## src/rtl/mips_tb_pkg.sv

```systemverilog
// Shared types for the store monitor: FSM state encoding and status text.
// Latency: n/a (declarations only). Backpressure: n/a.
// Exports state_t and the five 40-bit ASCII status words (MSB = first char).
package mips_tb_pkg;

    typedef enum logic [2:0] {
        ST_IDLE  = 3'd0,
        ST_RUN   = 3'd1,
        ST_PASS  = 3'd2,
        ST_FAIL  = 3'd3,
        ST_TMOUT = 3'd4
    } state_t;

    localparam logic [39:0] ASCII_IDLE  = "IDLE ";
    localparam logic [39:0] ASCII_RUN   = "RUN  ";
    localparam logic [39:0] ASCII_PASS  = "PASS ";
    localparam logic [39:0] ASCII_FAIL  = "FAIL ";
    localparam logic [39:0] ASCII_TMOUT = "TMOUT";

endpackage

```

## src/rtl/status_ascii_enc.sv

```systemverilog
// Maps a monitor state to its five-character status text.
// Latency: purely combinational; the parent registers the result. Backpressure: none.
// Ports: state_i (monitor state), ascii_o (40-bit text, MSB = first character).
module status_ascii_enc
    import mips_tb_pkg::*;
(
    input  state_t      state_i,
    output logic [39:0] ascii_o
);

    always_comb begin
        ascii_o = ASCII_IDLE;
        case (state_i)
            ST_IDLE:  ascii_o = ASCII_IDLE;
            ST_RUN:   ascii_o = ASCII_RUN;
            ST_PASS:  ascii_o = ASCII_PASS;
            ST_FAIL:  ascii_o = ASCII_FAIL;
            ST_TMOUT: ascii_o = ASCII_TMOUT;
            default:  ascii_o = ASCII_IDLE;
        endcase
    end

endmodule

```

## src/rtl/mem_store_monitor.sv

```systemverilog
// Watches CPU data-memory stores and reaches a sticky pass/fail/timeout verdict.
// Latency: outputs are registered and reflect a sampled store right after that edge.
// Backpressure: none; the CPU bus is observed only, never stalled.
// Ports: clk, rst (sync active-low), en (start), memen/memwrite/dataadr/writedata
// (CPU store bus); done/pass/fail verdict flags, store_cnt (accepted stores,
// saturating), bad_addr (first offending address), ascii (status text).
module mem_store_monitor
    import mips_tb_pkg::*;
#(
    parameter logic [31:0] PASS_ADDR  = 32'd84,
    parameter logic [31:0] PASS_DATA  = 32'd7,
    parameter logic [31:0] ALLOW_ADDR = 32'd80,
    parameter logic [19:0] TIMEOUT    = 20'd100000
) (
    input  logic        clk,
    input  logic        rst,
    input  logic        en,
    input  logic        memen,
    input  logic        memwrite,
    input  logic [31:0] dataadr,
    input  logic [31:0] writedata,
    output logic        done,
    output logic        pass,
    output logic        fail,
    output logic [15:0] store_cnt,
    output logic [31:0] bad_addr,
    output logic [39:0] ascii
);

    state_t      state_q, state_d;
    logic [19:0] cyc_q, cyc_d;
    logic [15:0] cnt_q, cnt_d;
    logic [31:0] bad_q, bad_d;
    logic        done_q, pass_q, fail_q;
    logic        done_d, pass_d, fail_d;
    logic [39:0] ascii_q, ascii_d;
    logic        store_vld;

    assign store_vld = memen & memwrite;

    always_comb begin
        state_d = state_q;
        cyc_d   = cyc_q;
        cnt_d   = cnt_q;
        bad_d   = bad_q;
        case (state_q)
            ST_IDLE: begin
                if (en) begin
                    state_d = ST_RUN;
                    cyc_d   = '0;
                end
            end
            ST_RUN: begin
                cyc_d = cyc_q + 20'd1;
                // A store in the same cycle as the timeout wins over it.
                if (store_vld) begin
                    if (cnt_q != 16'hFFFF) begin
                        cnt_d = cnt_q + 16'd1;
                    end
                    if (dataadr == PASS_ADDR && writedata == PASS_DATA) begin
                        state_d = ST_PASS;
                    end else if (dataadr != ALLOW_ADDR) begin
                        state_d = ST_FAIL;
                        bad_d   = dataadr;
                    end
                end else if (cyc_q == TIMEOUT - 20'd1) begin
                    state_d = ST_TMOUT;
                end
            end
            default: ;  // verdict states hold until reset
        endcase
    end

    // Flags are decoded from the next state so the registered outputs line up
    // with the state register instead of lagging it by a cycle.
    always_comb begin
        done_d = (state_d == ST_PASS) || (state_d == ST_FAIL) || (state_d == ST_TMOUT);
        pass_d = (state_d == ST_PASS);
        fail_d = (state_d == ST_FAIL) || (state_d == ST_TMOUT);
    end

    status_ascii_enc u_enc (
        .state_i (state_d),
        .ascii_o (ascii_d)
    );

    always_ff @(posedge clk) begin
        if (!rst) begin
            state_q <= ST_IDLE;
            cyc_q   <= '0;
            cnt_q   <= '0;
            bad_q   <= '0;
            done_q  <= 1'b0;
            pass_q  <= 1'b0;
            fail_q  <= 1'b0;
            ascii_q <= ASCII_IDLE;
        end else begin
            state_q <= state_d;
            cyc_q   <= cyc_d;
            cnt_q   <= cnt_d;
            bad_q   <= bad_d;
            done_q  <= done_d;
            pass_q  <= pass_d;
            fail_q  <= fail_d;
            ascii_q <= ascii_d;
        end
    end

    assign done      = done_q;
    assign pass      = pass_q;
    assign fail      = fail_q;
    assign store_cnt = cnt_q;
    assign bad_addr  = bad_q;
    assign ascii     = ascii_q;

endmodule

```

## config.mk

```make
export PLATFORM = sky130hd
export DESIGN_NAME = mem_store_monitor
export DESIGN_NICKNAME = d
export VERILOG_FILES = /design/src/rtl/mips_tb_pkg.sv /design/src/rtl/status_ascii_enc.sv /design/src/rtl/mem_store_monitor.sv
export SDC_FILE = /design/constraint.sdc
export NUM_CORES = 1
export LEC_CHECK = 0
export ABC_CLOCK_PERIOD_IN_PS = 4200
export BUFFER_PORTS_ARGS = -buffer_cell sky130_fd_sc_hd__clkbuf_2
export CORE_ASPECT_RATIO = 0.6
export CORE_MARGIN = 2
export CORE_UTILIZATION = 40
export CTS_BUF_LIST = sky130_fd_sc_hd__clkbuf_4
export DETAILED_ROUTE_END_ITERATION = 8
export PLACE_DENSITY = 0.64
export SLEW_MARGIN = 30
export SYNTH_ARGS = -nofsm -noshare
export SYNTH_HDL_FRONTEND = slang
export SYNTH_HIERARCHICAL = 1
export SYNTH_SLANG_ARGS = --single-unit
export TNS_END_PERCENT = 5
```

## constraint.sdc

```tcl
create_clock -name clk -period 4.2 [get_ports clk]
set_clock_uncertainty 0.2 [all_clocks]
set_input_delay 0.42 -clock clk [delete_from_list [all_inputs] [get_ports clk]]
set_output_delay 0.42 -clock clk [all_outputs]
set_load 0.02 [all_outputs]
```

# Yosys cells after proc, flatten, opt, wreduce, memory -nomap -nowiden
# Cells that the tools add are included.
dict set report word_totals {
  in_bits 69
  elab_cells 41
  regBits 114
}
dict set report op_classes {
  n_bitwise 2
  n_mux 9
  n_addsub 2
  n_reduce_logical 9
  n_eq_ne 11
}
# operator count
set ops {}
lappend ops {{one-hot mux 37 bit (4 select lines)} 1}
lappend ops {{one-hot mux 20 bit (2 select lines)} 1}
lappend ops {{== test 32 x 3 -> 1 bit, second input constant} 1}
lappend ops {{== test 32 x 7 -> 1 bit, second input constant} 1}
lappend ops {{!= test 32 x 7 -> 1 bit, second input constant} 1}
lappend ops {{adder 20 x 1 -> 20 bit, second input constant} 1}
lappend ops {{== test 20 x 17 -> 1 bit, second input constant} 1}
lappend ops {{two-way mux 20 bit} 1}
lappend ops {{adder 16 x 1 -> 16 bit, second input constant} 1}
lappend ops {{!= test 16 bit, second input constant} 1}
lappend ops {{two-way mux 3 bit} 5}
lappend ops {{== test 3 x 1 -> 1 bit, second input constant} 2}
lappend ops {{== test 3 x 2 -> 1 bit, second input constant} 2}
lappend ops {{one-hot mux 3 bit (2 select lines)} 1}
lappend ops {{AND reduction 4 bit} 1}
lappend ops {{== test 3 bit, second input constant} 1}
lappend ops {{zero test 3 bit} 1}
lappend ops {{logical OR 1 bit} 3}
lappend ops {{AND reduction 3 bit} 1}
lappend ops {{!= test 2 bit, second input constant} 1}
lappend ops {{AND reduction 2 bit} 1}
lappend ops {{nonzero test 2 bit} 1}
lappend ops {{bitwise AND 1 bit} 1}
lappend ops {{logical AND 1 bit} 1}
lappend ops {{inverter 1 bit} 1}

# Longest topological paths before layout
# Gate-level depths: netlist of the first run.
dict set report logic_depth {
  ltp_word 8
  depth_mapped 11
}

# By module
# Netlist of the first run, hierarchy kept.
# module area_per_inst_um2 instances cells_per_inst
set by_module_without_submodules {}
lappend by_module_without_submodules {mem_store_monitor 4539.4 1 490}
lappend by_module_without_submodules {status_ascii_enc 320.3 1 48}

# Least setup slack after synthesis of the first run
# No wires, ideal clock.
dict set report synth_path {
  kind {reg-to-reg}
  from {register cyc_q[0]}
  to {register ascii_q[36], in the netlist ascii[36]}
  t_arrival_ns 2.533
  slack_ns 1.407
  path_stages_with_launch 10
  setup_ns 0.060
  required_time_ns 3.940
  cell_sequence {dfxtp_1 ha_1 and4_1 buf_2 nand4_1 o41ai_1 nor3b_2 a21o_1 buf_4 and2_1}
}
dict set report synth_via {
  elab_chain_len 6
  word_cells_on_any_way 9
  classes_between {eq/ne: 5; mux: 4}
}
# element line
set synth_rtl {}
lappend synth_rtl {{from (decl)} mem_store_monitor.sv:31} ;# logic [19:0] cyc_q, cyc_d;
lappend synth_rtl {{from (signal assigned)} mem_store_monitor.sv:99} ;# cyc_q <= cyc_d;
lappend synth_rtl {{== test 20 x 17 -> 1 bit *} mem_store_monitor.sv:66} ;# end else if (cyc_q == TIMEOUT - 20'd1) begin
lappend synth_rtl {{two-way mux 3 bit *} mem_store_monitor.sv:66}
lappend synth_rtl {{two-way mux 3 bit *} mem_store_monitor.sv:56} ;# if (store_vld) begin
lappend synth_rtl {{one-hot mux 3 bit (2 select lines) *} mem_store_monitor.sv:46} ;# case (state_q)
lappend synth_rtl {{via state_d[2]} mem_store_monitor.sv:30} ;# state_t state_q, state_d;
lappend synth_rtl {{== test 3 bit, or another cell as far along} status_ascii_enc.sv:13} ;# case (state_i)
lappend synth_rtl {{one-hot mux 37 bit (4 select lines) *} status_ascii_enc.sv:13}
lappend synth_rtl {{via ascii_d[36]} mem_store_monitor.sv:36} ;# logic [39:0] ascii_q, ascii_d;
lappend synth_rtl {{to (signal assigned)} mem_store_monitor.sv:105} ;# ascii_q <= ascii_d;
lappend synth_rtl {{to (decl)} mem_store_monitor.sv:36}
# Mark *: on every way through the listed nets, which the timed path passes. The rest lies on a longest branch.
# A chain may end at the register's enable or synchronous reset.

# Worst setup path in the final report of the first run
dict set report layout_path {
  from {input dataadr[26]}
  to {register ascii_q[5], in the netlist ascii[5]}
}
dict set report layout_via {
  elab_chain_len 7
  word_cells_on_any_way 12
  classes_between {eq/ne: 6; mux: 5; reduce/logical: 1}
}
# element line
set layout_rtl {}
lappend layout_rtl {{from (decl)} mem_store_monitor.sv:20} ;# input logic [31:0] dataadr,
lappend layout_rtl {{!= test 32 x 7 -> 1 bit or == test 32 x 7 -> 1 bit (tied branches)} {mem_store_monitor.sv:62, mem_store_monitor.sv:60}}
lappend layout_rtl {{two-way mux 3 bit or logical AND 1 bit (tied branches)} {mem_store_monitor.sv:62, mem_store_monitor.sv:60}}
lappend layout_rtl {{two-way mux 3 bit *} mem_store_monitor.sv:60} ;# if (dataadr == PASS_ADDR && writedata == PASS_DATA) begin
lappend layout_rtl {{two-way mux 3 bit *} mem_store_monitor.sv:56}
lappend layout_rtl {{one-hot mux 3 bit (2 select lines) *} mem_store_monitor.sv:46}
lappend layout_rtl {{via state_d[1]} mem_store_monitor.sv:30}
lappend layout_rtl {{== test 3 bit, or another cell as far along} status_ascii_enc.sv:13}
lappend layout_rtl {{one-hot mux 37 bit (4 select lines) *} status_ascii_enc.sv:13}
lappend layout_rtl {{via ascii_d[5]} mem_store_monitor.sv:36}
# Marks and branches as above.

==> run summary, run 1 <==
Vias in the first global route: 4123
CTS clock-pin slew for the worst setup and hold paths: 0.11 ns
Bufs and invs on worst path: 4
Antenna cells: 0
CP arrival: 3.29 ns
Slew margin rel.: 0.484
Number of synthesized flops with an enable pin: 0
R2R depth: 9
Worst-path cell chain: dlygate4sd3_1 > clkbuf_2 > nor4_1 > nand4_1 > o32ai_1 > inv_1 > nor3b_2 > inv_2 > nand2b_1
Core Area: 11900 sq um
Resized Gates After CTS: 0
R2R Setup Slk: 1.18 ns
Worst Path Required: 4.40 ns
DR WL/cell: 13.6 um
Die area: 13100 sq um
Post-synth top area share: 0.470
Initial Util: 0.407
Max Buffers Root-to-Sink: 2
Power per cell area: 369 nW/um^2
Hold Path End: ascii[32]$_SDFF_PN1_
PortBufs: 159
Startpoint types: input port
Proportion of layout cells with a drive suffix above 1: 0.293
Synth-to-Final Area Change: 29.9%
Post-synth top area cell: dfxtp_1
# H-tree levels: 4
Final setup fails: 0
Async set or reset register ratio after synthesis: 0
Final Wtd Congestion: 0.846
Synth cell types: 54
Final HPWL DP: 8420 um
Worst slew pin tran: 0.774 ns
Die H: 89.4 um
Initial antenna violation count: 0
YS warnings: 6
CP max stage cell: o32ai_1
Worst IR Drop VDD: 0.163 mV
Top cells by area, synth: dfxtp_1 47%, mux2i_1 6.8%, nand2_1 6.7%, buf_4 4.0%, and2_1 4.0%
Mapped Cells: 538
P_leak: 0.00273 uW
Clock Latency Late Sink: 0.52 ns
Global route overflow: 0
Worst R2R Start: cyc_q[0]$_SDFFE_PN0P_
Vias: 4371
DR iter-0 viols: 278
CP Class: input port to register
Cells on Worst Hold Path: 2
CTS tree: done
Register area: 2280 sq um
Root Driver: clkbuf_4
Via density: 4.88
First-pass GRT wire length: 20000 um
CTS Buf Count: 17
Setup crit end kind: register
Post-Syn Area: 4860 sq um
Status: completed
Max-cap violations: 0
FILL cells: 1118
Minimum clock period: 3.10 ns
Ports: 160
Predominant post-synthesis flop cell: dfxtp_1
Setup Buffers After CTS: 0
CTS sink cnt: 114
Final TNS setup: 0 ns
ANT nets after route: 0
DR pass1 iterations: 5
Routed WL: 12200 um
Layout Nets: 788
RSZ-0062 raised after global routing: no
Hold Startpoint: rst
Area of the multi-input gates: 2300 sq um
DRC: 0
Final hold vios: 0
Syn Area/Cell: 9.03 sq um
RR Endpoint: ascii[5]$_SDFF_PN1_
CP delay by family, top: simple AND/OR/NAND/NOR gates
Total Power: 2330 uW
Crit path max fanout: 8
Slew Viols, Final: 0
Hold Path Class: input port to register
Largest net degree at the start of global routing: 88
Tot GR Track Use: 0.193
Yosys reg bits: 114
Die Width: 146 um
Rows: 31
Max Clock Freq: 323 MHz
Critical path's largest stage delay: 0.58 ns
Seq/Total Area, Yosys: 0.470
Final Cycle Share: 0.737
## final cells by class
| cell class | instances | area share |
|---|---|---|
| clock buffers | 18 | 0.0214 |
| clock inverters | 14 | 0.0295 |
| inverters | 11 | 0.00654 |
| multi-input cells | 376 | 0.364 |
| flip-flops and latches | 114 | 0.362 |
| well taps | 165 | 0.0327 |
| repair buffers | 197 | 0.184 |
## cells in the final DEF, fill, tap and decap left out, types with 5 or more instances in the layout
master / netlist / final
clkbuf_2: 0 / 158
o21ai_0: 7 / 7
mux2_2: 5 / 5
nand4_1: 15 / 15
o31ai_1: 9 / 8
and3_1: 6 / 6
xor2_1: 6 / 6
and2_1: 31 / 31
nor2_1: 31 / 31
dfxtp_1: 114 / 114
mux2i_1: 33 / 33
clkbuf_4: 0 / 18
nor4_1: 14 / 13
o211ai_1: 8 / 8
or3_1: 5 / 5
buf_4: 26 / 6
inv_1: 8 / 8
nand2_1: 87 / 87
and4_1: 5 / 5
nand2b_1: 20 / 20
nand3_1: 21 / 21
conb_1: 2 / 15
dlygate4sd3_1: 0 / 32
a21oi_1: 14 / 14
## cells by family after synthesis
kind of cell | synth area share
AND/OR/NAND/NOR | 0.278
flip-flops | 0.470
buffers and inverters | 0.0711
AO/OA/AOI/OAI | 0.0790
multiplexers | 0.0796
XOR/XNOR | 0.0162
adder cells (fa/ha/maj) | 0.00515
other | 0.00155
## flip-flops by register name (all words and copies together), names as in the netlist
register,cells
fail,1
pass,1
cyc_q,20
ascii,40
done,1
store_cnt,16
state_q,3
bad_addr,32
## cell usage after synthesis, types with 6 or more instances
cell type / n
o211ai_1: 8
a21oi_1: 14
nand2b_1: 20
nand2_1: 87
xor2_1: 6
dfxtp_1: 114
and3_1: 6
nor2_1: 31
nand3_1: 21
o21ai_0: 7
clkbuf_1: 18
and2_1: 31
nand4_1: 15
inv_1: 8
nor4_1: 14
buf_4: 26
o31ai_1: 9
mux2i_1: 33
## worst max-delay path by stage
stage,start,endpoint,slack (ns),depth (start not counted)
floorplan,cyc_q[0]$_SDFFE_PN0P_,ascii[36]$_SDFF_PN0_,1.41,9
global placement,dataadr[26],ascii[5]$_SDFF_PN1_,1.26,8
detailed placement,dataadr[26],ascii[5]$_SDFF_PN1_,1.12,8
CTS,dataadr[27],ascii[5]$_SDFF_PN1_,1.17,9
global route,cyc_q[0]$_SDFFE_PN0P_,ascii[5]$_SDFF_PN1_,0.99,9
finish,dataadr[26],ascii[5]$_SDFF_PN1_,1.10,9
## metrics by stage
stage,instances,worst slack [ns],hold WS [ns],instance area (sq um),utilization
after floorplan,551,1.41,0.252,4910,-
after global placement,830,1.26,0.244,5650,0.473
after detailed placement,830,1.12,0.247,5660,0.474
after CTS,894,1.17,0.197,6300,0.527
after global routing,895,0.995,0.233,6310,0.528
final,895,1.10,0.237,6310,0.528
## metal layers
metal / track usage / vias up / part of all wire
met1: 0.251 / 2050 / 0.48
met2: 0.303 / 113 / 0.45
met3: 0.0531 / 21 / 0.049
met4: 0.0909 / 0 / 0.018
met5: 0 / - / 0
li1: - / 2187 / -
## timing repair
item / CTS / global route
endpoints found under the setup margin: 0 / 0
hold endpoints to repair: 32 / 0
hold buffers: 32 / 0
## report_power, final
| part | total [uW] | internal (uW) | switching (uW) |
|---|---|---|---|
| Clock | 912 | 477 | 435 |
| Sequential | 1140 | 1120 | 16.2 |
| Combinational | 281 | 115 | 166 |
| Total | 2330 | 1710 | 617 |
Note: power is estimated with default switching activity, not from simulation.
==> inputs of run 2 (changes only) <==
Settings changed: ABC_CLOCK_PERIOD_IN_PS 4200 to 2800, PLACE_DENSITY 0.64 to 0.66.
Clock period 4.2 ns to 2.8 ns, I/O delays scaled along.
==> run 2 against run 1 <==
Non-clock buffer count rose by 8; clock power rose by 30%; count of clock-buffer cells in the layout fell by 1; total power rose by 43%; sequential cell count did not move; via count barely moved; cell area rose by 0.61%; core utilization rose by 0.32 points; critical path type unchanged; critical endpoint unchanged; highest routed layer unchanged.
==> run summary, run 2 (synthesis gave the netlist of run 1 again) <==
Status: completed
Ports: 160 (unchanged)
Slew margin rel.: 0.641 (+0.157)
CTS sink cnt: 114 (unchanged)
Setup crit end kind: register
Cells on Worst Hold Path: 4 (+2)
Die area: 13100 sq um (unchanged)
DR WL/cell: 13.2 um (-2.9%)
CTS Buf Count: 17 (unchanged)
Max Buffers Root-to-Sink: 2 (unchanged)
Hold Startpoint: en
Minimum clock period: 2.66 ns
Rows: 31 (unchanged)
Routed WL: 11900 um (-2.1%)
Die H: 89.4 um (unchanged)
P_leak: 0.00276 uW (+1.2%)
Hold slack: 0.144 ns (-0.0927 ns)
Final Cycle Share: 0.949
Hold Path Class: input port to register
CTS clock-pin slew for the worst setup and hold paths: 0.11 ns (about the same)
Die Width: 146 um (unchanged)
Final setup fails: 0 (unchanged)
# H-tree levels: 4 (unchanged)
Worst R2R Start: cyc_q[0]$_SDFFE_PN0P_
Placement Cell Area: 5730 sq um (+1.2%)
Max Clock Freq: 376 MHz
Worst Path Required: 2.98 ns (-1.42 ns)
CTS tree: done
Final Wtd Congestion: 0.824 (-2.5%)
Layout Nets: 796 (+1.0%)
Largest register FFs: 40 (unchanged)
R2R Setup Slk: 0.19 ns (-0.99 ns)
CP Class: input port to register
Power per cell area: 523 nW/um^2 (+42%)
Vias: 4369 (-0.046%)
PortBufs: 159 (unchanged)
Finished Cell Area: 6350 sq um (+0.61%)
Initial Util: 0.407 (unchanged)
Synth-to-Final Area Change: 30.7%
Root Driver: clkbuf_4
DR pass1 iterations: 5 (unchanged)
RR Endpoint: ascii[5]$_SDFF_PN1_
Worst slew pin tran: 0.538 ns (-0.236 ns)
Hold Path End: cyc_q[3]$_SDFFE_PN0P_
Clock Latency Late Sink: 0.49 ns (-0.03 ns)
RSZ-0062 raised after global routing: no
R2R depth: 8 (-1)
Core Area: 11900 sq um (unchanged)
Final TNS setup: 0 ns (unchanged)
Final hold vios: 0 (unchanged)
ANT nets after route: 0 (unchanged)
Antenna cells: 0 (unchanged)
Pre-CTS setup slack: 0.121 ns (-0.998 ns)
Initial antenna violation count: 0 (unchanged)
Global route overflow: 0 (unchanged)
First-pass GRT wire length: 19200 um (-4.0%)
Worst IR Drop VDD: 0.213 mV (+31%)
CP arrival: 2.84 ns (-0.45 ns)
DR iter-0 viols: 223 (-20%)
Largest net degree at the start of global routing: 72 (-18%)
Vias in the first global route: 3996 (-3.1%)
Final HPWL DP: 8390 um (-0.32%)
Most common cell after layout, fill and taps aside: clkbuf_2
Crit path max fanout: 8 (unchanged)
Commonest non-fill, non-tap cells in the layout: 158 x clkbuf_2, 114 x dfxtp_1, 87 x nand2_1, 33 x mux2i_1, 33 x dlygate4sd3_1
DRC: 0 (unchanged)
Proportion of layout cells with a drive suffix above 1: 0.299 (+0.00631)
Slew Viols, Final: 0 (unchanged)
Via density: 4.84 (-0.93%)
Max-cap violations: 0 (unchanged)
Tot GR Track Use: 0.185 (-0.00806)
Total Power: 3320 uW (+43%)
Startpoint types: input port
Final WS setup: 0.143 ns (-0.962 ns)
FILL cells: 1106 (-1.1%)
-- run 2: cell count changes in the layout (fill, tap and decap cells not counted), sizes merged --
cell and change:
dlygate4sd3 +1, clkinv +4, clkinvlp -1, buf +7, clkbuf -1, bufinv -2
-- run 2: per-stage QoR --
stage | utilization | std cells
final | 0.532 | 903
after floorplan | - | 551
after global placement | 0.479 | 838
after detailed placement | 0.479 | 838
after CTS | 0.531 | 903
after global routing | 0.532 | 903
-- run 2: critical path: stages --
cell and delay [ns]:
dlygate4sd3_1 0.54, clkbuf_2 0.12, nor4_1 0.47, nand4_1 0.24, o32ai_1 0.34, buf_4 0.18, inv_1 0.12, nor3b_2 0.34
inv_2 0.08, nand2b_1 0.14
-- run 2: timing repair --
| action | CTS | global route |
|---|---|---|
| hold endpoints to repair | 41 | 0 |
| gates resized for setup | 0 | 1 |
| buffers inserted | 0 | 0 |
| hold buffers | 33 | 0 |
| setup endpoints to repair | 0 | 9 |
-- run 2: worst max-delay path by stage --
| stage | from | end |
|---|---|---|
| final | dataadr[26] | ascii[5]$_SDFF_PN1_ |
| after global routing | cyc_q[0]$_SDFFE_PN0P_ | ascii[5]$_SDFF_PN1_ |
| after CTS | cyc_q[0]$_SDFFE_PN0P_ | ascii[36]$_SDFF_PN0_ |
| after detailed placement | dataadr[26] | ascii[5]$_SDFF_PN1_ |
| after global placement | dataadr[26] | ascii[5]$_SDFF_PN1_ |
| after floorplan | cyc_q[0]$_SDFFE_PN0P_ | ascii[36]$_SDFF_PN0_ |
-- run 2: metal layers --
| layer | global-route usage | part of all wire | up-vias |
|---|---|---|---|
| met5 | 0 | 0 | - |
| met4 | 0.0724 | 0.018 | 0 |
| met3 | 0.0541 | 0.050 | 21 |
| met2 | 0.295 | 0.46 | 111 |
| met1 | 0.241 | 0.48 | 2040 |
| li1 | - | - | 2197 |
-- run 2: layout make-up --
cell class              count  area (sq um)  area share
clock inverters            15           161      0.0254
well taps                 165           206      0.0325
repair buffers            205          1240       0.195
inverters                  11          41.3     0.00650
flip-flops and latches    114          2280       0.359
multi-input cells         376          2290       0.361
clock buffers              17           128      0.0201
-- run 2: where the power goes --
group / total [uW] / switching, uW / internal (uW)
Combinational: 428 / 248 / 180
Sequential: 1700 / 24.3 / 1680
Clock: 1190 / 654 / 539
Total: 3320 / 926 / 2400
==> inputs of run 3 (changes only) <==
Settings changed: CORE_UTILIZATION 40 to 45, PLACE_DENSITY 0.66 to 0.76, SYNTH_HIERARCHICAL 1 to not set.
==> run 3 against run 2 <==
Synthesized cell count decreased by 16%; core utilization increased by 7.7 points; critical path depth decreased by 2; maximum frequency about the same; worst setup slack improved by 0.0025 ns; cell count decreased by 19%.
==> run summary, run 3 <==
Vias in the first global route: 3293 (-18%)
Most common cell after layout, fill and taps aside: clkbuf_2
RR Endpoint: ascii[35]$_SDFF_PN1_
Count leader, synth: nand2_1
XOR/XNOR share of the synthesized area: 0.0640 (+0.0478)
Clock Latency Late Sink: 0.44 ns (-0.05 ns)
Critical path's largest stage delay: 0.55 ns (about the same)
Top cells by area, synth: dfxtp_1 45%, nand2_1 9.0%, mux2i_1 8.6%, xnor2_1 4.9%, buf_4 4.5%
Slew Viols, Final: 0 (unchanged)
Setup Buffers After CTS: 0 (unchanged)
Largest net degree at the start of global routing: 77 (+6.9%)
Power per cell area: 467 nW/um^2 (-11%)
Hold Startpoint: rst
R2R depth: 7 (-1)
Max Clock Freq: 377 MHz (about the same)
Die area: 9610 sq um (-26%)
Setup crit end kind: register
Syn Area/Cell: 8.82 sq um (-2.3%)
Ports: 160 (unchanged)
Initial Util: 0.466 (+0.0590)
Startpoint types: input port
Rows: 26 (-16%)
Top cells by count, synth: 95 x nand2_1, 90 x dfxtp_1, 34 x mux2i_1
Die H: 76.8 um (-14%)
Proportion of layout cells with a drive suffix above 1: 0.276 (-0.0232)
CTS tree: done
Final Cycle Share: 0.948 (about the same)
Max Buffers Root-to-Sink: 2 (unchanged)
Number of synthesized flops with an enable pin: 0 (unchanged)
Post-Syn Area: 3970 sq um (-18%)
CTS Buf Count: 9 (-8)
Core Util, Final: 0.608 (+0.0766)
Synth cell types: 47 (-13%)
Crit path max fanout: 8 (unchanged)
Worst slew pin tran: 0.694 ns (+0.155 ns)
Post-synthesis mux area share: 0.0857 (+0.00617)
Tot GR Track Use: 0.213 (+0.0278)
YS warnings: 0 (-6)
Bufs and invs on worst path: 2 (-3)
PortBufs: 144 (-9.4%)
Async set or reset register ratio after synthesis: 0 (unchanged)
R2R Setup Slk: 0.28 ns (+0.09 ns)
Antenna cells: 0 (unchanged)
# H-tree levels: 3 (-1)
ANT nets after route: 0 (unchanged)
Synth-to-Final Area Change: 30.6% (about the same)
Initial antenna violation count: 0 (unchanged)
P_leak: 0.00230 uW (-17%)
Predominant post-synthesis flop cell: dfxtp_1
Core Area: 8520 sq um (-29%)
Die Width: 125 um (-14%)
Yosys reg bits: 90 (-21%)
Layout Nets: 686 (-14%)
Worst R2R Start: cyc_q[0]$_SDFFE_PN0P_
DR iter-0 viols: 189 (-15%)
Vias: 3582 (-18%)
Cells on Worst Hold Path: 3 (-1)
Slew margin rel.: 0.531 (-0.110)
Total Power: 2420 uW (-27%)
FILL cells: 761 (-31%)
Worst Path Required: 2.94 ns (-0.04 ns)
Hold Path Class: input port to register
Largest register FFs: 32 (-20%)
Root Driver: clkbuf_4
CP arrival: 2.80 ns (-0.04 ns)
CTS sink cnt: 90 (-21%)
Worst IR Drop VDD: 0.230 mV (+7.8%)
Hold slack: 0.128 ns (-0.0166 ns)
Final HPWL DP: 7190 um (-14%)
Hold Path End: state_q[2]$_SDFF_PN0_
Status: completed
Dpl cells: 684 (-18%)
Minimum clock period: 2.65 ns (-0.00251 ns)
Worst-path cell chain: dlygate4sd3_1 > clkbuf_2 > nor4b_1 > nand4_1 > nor3_1 > a31oi_1 > or3_4 > and2_1
CP Class: input port to register
Commonest non-fill, non-tap cells in the layout: 144 x clkbuf_2, 95 x nand2_1, 90 x dfxtp_1, 34 x mux2i_1, 32 x dlygate4sd3_1
DRC: 0 (unchanged)
Final Wtd Congestion: 0.903 (+9.5%)
Main combinational cell family by area after synthesis: simple AND/OR/NAND/NOR gates
Post-synth top area cell: dfxtp_1
RSZ-0062 raised after global routing: yes
Simple-Gate Fraction of Synth Area: 0.279 (+0.00142)
Finished Cell Area: 5180 sq um (-18%)
Non-Filler Instances: 731 (-19%)
Mapped Cells: 450 (-16%)
CP max stage cell: dlygate4sd3_1
Routed WL: 10000 um (-16%)
Via density: 4.90 (+1.3%)
DR WL/cell: 13.7 um (+3.7%)
CP delay by family, top: simple AND/OR/NAND/NOR gates
Post-synthesis adder-cell area fraction: 0.00630 (+0.00115)
Compound-Gate Fraction of Synth Area: 0.0350 (-0.0441)
Seq/Total Area, Yosys: 0.454 (-0.0158)
Max-cap violations: 0 (unchanged)
DR pass1 iterations: 5 (unchanged)
First-pass GRT wire length: 16400 um (-15%)
Placement Cell Area: 4710 sq um (-18%)
Final setup fails: 0 (unchanged)
Post-synth top area share: 0.454 (-0.0158)
CTS clock-pin slew for the worst setup and hold paths: 0.12 ns (about the same)
Final hold vios: 0 (unchanged)
Global route overflow: 0 (unchanged)
[run 3: metrics by stage]
stage                     worst slack [ns]  TNS, ns
after detailed placement             0.190        0
final                                0.145        0
after floorplan                      0.409        0
after global placement               0.243        0
after global routing               -0.0150  -0.0150
after CTS                            0.126        0
[run 3: report_power, final]
part	total (uW)	internal [uW]	switching (uW)
clock network	773	353	420
logic	314	134	180
registers	1330	1310	18.3
total	2420	1800	618
[run 3: final cells by class]
class | count | area [sq um] | share of cell area
timing repair buffer | 182 | 1120 | 0.216
sequential | 90 | 1800 | 0.348
clock buffer | 9 | 67.6 | 0.0130
multi-input combinational | 322 | 1940 | 0.373
clock inverter | 6 | 82.6 | 0.0159
tap | 112 | 140 | 0.0270
inverter | 10 | 37.5 | 0.00724
[run 3: layer usage]
layer  wire length, um  track usage  up-vias
li1                  -            -     1797
met1              4680        0.282     1629
met2              4520        0.335      142
met3               643       0.0572       14
met4               170       0.0767        0
met5                 0            0        -
[run 3: repair_timing]
action | in CTS | in global routing
hold buffers | 32 | 0
hold endpoints to repair | 32 | 0
resized for setup | 0 | 1
endpoints found under the setup margin | 0 | 1
[run 3: worst min-delay path: cells and delay by family]
family        cells  cell delay [ns]
buf+inv           2             0.38
simple gates      1             0.07
[run 3: worst max path at each step]
stage / from / end / slack (ns) / depth (start not counted)
final: dataadr[25] / ascii[35]$_SDFF_PN1_ / 0.15 / 8
after global routing: dataadr[24] / ascii[34]$_SDFF_PN0_ / -0.01 / 9
after CTS: dataadr[24] / ascii[35]$_SDFF_PN1_ / 0.13 / 8
after detailed placement: dataadr[24] / ascii[35]$_SDFF_PN1_ / 0.19 / 7
after global placement: dataadr[24] / ascii[35]$_SDFF_PN1_ / 0.24 / 7
after floorplan: cyc_q[2]$_SDFFE_PN0P_ / ascii[35]$_SDFF_PN1_ / 0.41 / 7
[run 3: cells by family (layout without fill, tap and decap cells)]
group           after synthesis  count (layout)
xor+xnor                     29              29
fa+ha+maj                     2               2
mux                          34              34
buf+inv                      51             207
other cells                   2              15
flops                        90              90
compound gates               21              21
simple gates                221             221
